`config.mk`:
```
export PLATFORM = sky130hd
export DESIGN_NAME = seq_detect_param
export DESIGN_NICKNAME = d
export VERILOG_FILES = /design/src/rtl/seq_detect_param.sv
export SDC_FILE = /design/constraint.sdc
export NUM_CORES = 1
export LEC_CHECK = 0
export BUFFER_PORTS_ARGS = -buffer_cell sky130_fd_sc_hd__buf_2
export CELL_PAD_IN_SITES_DETAIL_PLACEMENT = 1
export CELL_PAD_IN_SITES_GLOBAL_PLACEMENT = 2
export CORE_ASPECT_RATIO = 1.1
export CORE_MARGIN = 3
export CORE_UTILIZATION = 29
export DETAILED_ROUTE_END_ITERATION = 10
export GPL_ROUTABILITY_DRIVEN = 0
export GPL_TIMING_DRIVEN = 0
export HOLD_SLACK_MARGIN = 0.05
export PLACE_DENSITY_LB_ADDON = 0.1
export SETUP_SLACK_MARGIN = 0.02
export SLEW_MARGIN = 20
export SYNTH_ARGS = -nofsm -noshare
export SYNTH_HDL_FRONTEND = slang
export SYNTH_SLANG_ARGS = --single-unit
```
`constraint.sdc`:
```
create_clock -name clk -period 2.2 [get_ports clk]
set_clock_uncertainty 0.15 [all_clocks]
set_input_delay 0.44 -clock clk [delete_from_list [all_inputs] [get_ports clk]]
set_output_delay 0.44 -clock clk [all_outputs]
set_load 0.005 [all_outputs]
```
`src/rtl/seq_detect_param.sv`:
```
// seq_detect_param: parameterised serial pattern detector with a saturating match counter.
//   clk        - clock, all state updates on the rising edge
//   reset      - synchronous, active-low reset
//   din        - serial data bit, MSB of the pattern arrives first
//   din_valid  - din is accepted on an edge only when high
//   overlap_en - 1 = matches may share bits, 0 = each match needs PAT_LEN fresh bits
//   load       - pattern load strobe, clears the window; has priority over din_valid
//   pattern    - new pattern, sampled when load=1
//   clr_cnt    - synchronous clear of match_cnt, wins over a coincident detection
//   match      - registered one-cycle detect pulse
//   match_cnt  - saturating detection count
//   fill       - accepted bits in the current window, saturating at PAT_LEN
module seq_detect_param #(
    parameter int                 PAT_LEN = 3,
    parameter logic [PAT_LEN-1:0] RST_PAT = 3'b101,
    parameter int                 CNT_W   = 8
) (
    input  logic                               clk,
    input  logic                               reset,
    input  logic                               din,
    input  logic                               din_valid,
    input  logic                               overlap_en,
    input  logic                               load,
    input  logic [PAT_LEN-1:0]                 pattern,
    input  logic                               clr_cnt,
    output logic                               match,
    output logic [CNT_W-1:0]                   match_cnt,
    output logic [$clog2(PAT_LEN+1)-1:0]       fill
);
    localparam int             FW   = $clog2(PAT_LEN + 1);
    localparam logic [FW-1:0]  FULL = FW'(PAT_LEN);

    if (PAT_LEN < 2 || PAT_LEN > 16 || CNT_W < 1 || CNT_W > 32) begin : g_bad_param
        $error("seq_detect_param: PAT_LEN must be 2..16 and CNT_W 1..32");
    end

    logic [PAT_LEN-1:0] pat_q, pat_d, hist_q, hist_d, hist_sh;
    logic [FW-1:0]      fill_q, fill_d, fill_inc;
    logic [CNT_W-1:0]   cnt_q, cnt_d;
    logic               match_q, match_d, accept, det;

    // A load edge swallows din, so only non-load valid edges shift the window.
    assign accept   = din_valid && !load;
    assign hist_sh  = {hist_q[PAT_LEN-2:0], din};
    assign fill_inc = (fill_q == FULL) ? FULL : fill_q + FW'(1);
    // Detection looks at the post-update window so match lands one cycle after the last bit.
    assign det      = accept && (hist_sh == pat_q) && (fill_inc == FULL);

    always_comb begin
        pat_d   = load ? pattern : pat_q;
        hist_d  = load ? '0 : (accept ? hist_sh : hist_q);
        fill_d  = load ? '0 : (accept ? ((det && !overlap_en) ? '0 : fill_inc) : fill_q);
        match_d = det;
        cnt_d   = clr_cnt ? '0 : ((det && cnt_q != {CNT_W{1'b1}}) ? cnt_q + CNT_W'(1) : cnt_q);
    end

    always_ff @(posedge clk) begin
        if (!reset) begin
            pat_q   <= RST_PAT;
            hist_q  <= '0;
            fill_q  <= '0;
            match_q <= 1'b0;
            cnt_q   <= '0;
        end else begin
            pat_q   <= pat_d;
            hist_q  <= hist_d;
            fill_q  <= fill_d;
            match_q <= match_d;
            cnt_q   <= cnt_d;
        end
    end

    assign match     = match_q;
    assign match_cnt = cnt_q;
    assign fill      = fill_q;
endmodule

```
; ---- After elaboration in Yosys (flattened, before gate mapping)
; Cells that the tools add are included.
[op_classes]
n_shift = 0
n_mux = 2
n_addsub = 2
magnitude_cmp = 0
eq_ne = 4
multipliers = 0
reduce_logical = 9
div_mod_pow = 0
bitwise = 1
[ops]
columns = cell, count
row1 = adder 8 x 1 -> 8 bit (second input constant), 1
row2 = inequality test 8 bit (second input constant), 1
row3 = logical AND 1 bit, 5
row4 = equality test 2 bit (second input constant), 2
row5 = two-way mux 2 bit, 2
row6 = OR reduction 2 bit, 2
row7 = equality test 3 bit, 1
row8 = adder 2 x 1 -> 2 bit (second input constant), 1
row9 = zero test 1 bit, 2
row10 = NOT 1 bit, 1
[word_totals]
regBits = 16
mem_bits_rw = 0
n_memories = 0
elab_cells = 23
rom_bits = 0
latch_bits = 0
output_inout_bits = 11

; ---- Longest topological paths before layout
[depth]
word_depth = 6
depth_mapped = 6
ltp_nobuf = 5

; ---- Least setup slack after synthesis
; No wires, ideal clock.
[synth_path]
path_kind = input to register
startpoint = in load
endpoint = reg cnt_q[7] (netlist: match_cnt[7])
setup_time_ns = 0.131
setup_slack_ns = 0.423
path_buffers = 2
t_arrival_ns = 1.496
cell_stages = 6
path_cell_list = buf_6 and3b_2 nand4_4 clkbuf_1 o311ai_1 o41ai_1
[synth_via]
elab_chain_cells = 5
[synth_lines]
columns = element, line_no
row1 = "start, declared", 23  ; input logic load,
row2 = zero test 1 bit, 43  ; assign accept = din_valid && !load;
row3 = logical AND 1 bit, 43
row4 = logical AND 1 bit (2 in series), 47  ; assign det = accept && (hist_sh == pat_q) && (fill_inc == FULL);
row5 = logical AND 1 bit, 54  ; cnt_d = clr_cnt ? '0 : ((det && cnt_q != {CNT_W{1'b1}}) ? cnt_q + CNT_W'(1) : cnt_q);
row6 = "end signal, assigned", 69  ; cnt_q <= cnt_d;
row7 = "end, declared", 39  ; logic [CNT_W-1:0] cnt_q, cnt_d;
; No other way between the ends.
; A chain may end at the register's enable or synchronous reset.

; ---- Worst setup path in the final report
[layout_path]
startpoint = reg hist_q[1]
endpoint = reg cnt_q[7] (netlist: match_cnt[7])
[layout_via]
elab_chain_cells = 4
[layout_lines]
columns = element, line_no
row1 = "start, declared", 37  ; logic [PAT_LEN-1:0] pat_q, pat_d, hist_q, hist_d, hist_sh;
row2 = "start signal, assigned", 66  ; hist_q <= hist_d;
row3 = equality test 3 bit, 47
row4 = logical AND 1 bit (2 in series), 47
row5 = logical AND 1 bit, 54
; No other way between the ends.

==> metrics.csv <==
metric,value,unit
outcome,finished clean,
crit_chain,xnor2_1 > nand4_4 > clkbuf_1 > o311ai_1 > o41ai_1,
gr-total-overflow,0,
drv_cap,0,
setup.worst_path.class,flop to flop,
fin_area,908,um2
setup_tns,0,ns
n_antenna_cell,0,
grt_pass1_vias,706,
holdBufCountCts,0,
dr.pass1.iters,4,
synth.top_cell.area_share,42.5,%
dp_cells,128,
io_buffers,19,
wl,1.77,mm
postCtsSetupBuffers,0,
leakage,0.350,nW
drt_iter0_drc,8,
min_period,1.80,ns
slew_headroom,60.9,%
crit_family,compound AO/OA/AOI/OAI gates,
min_from,pattern[2],
synth_area_leader_cell,dfxtp_1,
synth_area,753,um2
clk_pin_slew,0.10,ns
tightest_slew,0.585,ns
max_stage_delay,0.35,ns
grt_usage,13.1,%
syn2layout_area_growth,20.6,%
setup_viol,0,
hold_viol_final,0,
avgSynthCellArea,9.53,um2
seq_area_frac_synth,42.5,%
synth_ff_type,dfxtp_1,
synth_nets,90,
numCtsBuffers,3,
wl_per_cell,13.5,um
finalCritPeriodShare,81.9,%
slowest_stage,o311ai_1,
ff2ff_path_depth,5,
grt_max_degree,11,
arrival,1.82,ns
vias_per_cell,5.22,
holdCritPathClass,input port to flop,
critPathBufInv,1,
cts.sinks,16,
synth_edf_count,0,
min_path_cells,3,
drive_gt1_share,24.8,%
setup_slack,0.399,ns
critPathMaxFanout,10,
cp-startpoint,hist_q[1],
placed_area,886,um2
dieHeight,59.5,um
die_w,54.6,um
start_kind,flop,
cts_tree,done,
rsz0062_at_grt,no,
synthTopCellsByArea,"dfxtp_1 43%, mux2i_1 6.6%, xnor2_1 3.5%, a21oi_1 3.3%, o31ai_1 3.0%",
dieArea,3250,um2
finalNetCount,114,
dp_hpwl,1.35,mm
grt_antenna_before_repair,0,
dr_total_vias,684,
clock.fmax,555,MHz
drcViolationCount,0,
core-area,2360,um2
cp.depth,5,
slew_violations,0,
final_cells,131,
end_kind,flop,
htree_num_levels,1,
core.rowCount,18,
synth-seq-cells,16,
cts_resized,0,
async_flop_share,0,%
grt_pass1_wl,3.08,mm
io_pins,21,
start_util,31.9,%
clk_latency,0.28,ns
worstPathRequired,2.22,ns
dpl_worst_slack,0.145,ns
nFillCells,287,
ys.warnings.count,0,
clockBufferDepth,2,
synth_cell_types,31,
r2r-start,hist_q[1],
synth_cells,79,
clockRootBuffer,clkbuf_4,
power.density,544,nW/um2
antenna_left,0,
peakVddDrop,0.306,mV
flip-flops by register name, indices dropped and copies added, names as in the netlist:
| register | count |
|---|---|
| fill | 2 |
| match_cnt | 8 |
| match | 1 |
| hist_q | 2 |
| pat_q | 3 |
cell usage after synthesis (all sizes together), types with 2 or more instances:
master	number
nand2	5
o21ai	2
nand4	3
or4	2
inv	3
nor2b	2
o311ai	2
or3	2
mux2i	5
and4	2
nand2b	3
a21oi	5
o41ai	2
nor2	5
dfxtp	16
nand3	2
o31ai	3
xnor2	3
per-stage QoR:
stage	power [mW]	util [%]	hold slack, ns
6_report	0.494	38.4	0.216
4_1_cts	0.506	38.4	0.202
5_1_grt	0.525	38.4	0.211
3_5_place_dp	0.345	37.5	0.332
3_3_place_gp	0.345	37.5	0.327
2_1_floorplan	0.329	-	0.312
area by class of cell:
cell class	count	area, um2	share of cell area (%)
buffer	2	15.0	1.65
clock buffer	3	22.5	2.48
inverter	3	11.3	1.24
multi-input combinational	58	407	44.8
sequential	16	320	35.3
tap	30	37.5	4.13
timing repair buffer	19	95.1	10.5
power breakdown:
| group | switching, mW | internal (mW) | leakage, nW |
|---|---|---|---|
| Sequential | 0.00375 | 0.295 | 0.130 |
| Clock | 0.0922 | 0.0635 | 0.0138 |
| Combinational | 0.0200 | 0.0196 | 0.207 |
| Total | 0.116 | 0.378 | 0.350 |
kinds of logic after synthesis:
family	Yosys count	synth area share, %
xor gates and xnor gates	3	3.49
and+or+nand+nor	31	25.7
DFF	16	42.5
buffers and inverters	5	3.49
muxes	5	6.64
adders and majority gates	1	1.66
AOI/OAI and AO/OA	18	16.4
cell usage in the layout, fill, tap and decap left out, drive strengths merged, types with 3 or more instances in the layout:
cell / Yosys / final
nand2: 5 / 5
buf: 1 / 20
dfxtp: 16 / 16
a21oi: 5 / 5
o31ai: 3 / 3
clkbuf: 1 / 4
xnor2: 3 / 3
inv: 3 / 3
nand2b: 3 / 3
nand4: 3 / 3
mux2i: 5 / 5
nor2: 5 / 5
metal layers:
metal  vias up  global-route usage, %  wire (um)  part of all wire (%)
met3         4                   3.02         72                   4.1
met5         -                      0          0                     0
li1        343                      -          -                     -
met1       320                   14.5        792                    45
met2        17                   22.5        884                    50
met4         0                   6.41         22                   1.2
worst register-to-register path, stage by stage (launching register included):
cell,delay [ns]
dfxtp_1,0.33
xnor2_1,0.28
nand4_4,0.19
clkbuf_1,0.27
o311ai_1,0.35
o41ai_1,0.12
worst paths after layout:
check	slack (ns)	end
max	0.40	match_cnt[7]
max reg2reg	0.40	match_cnt[7]
min reg2reg	0.35	fill[1]
min	0.22	pat_q[2]
(Power assumes the default switching activity.)
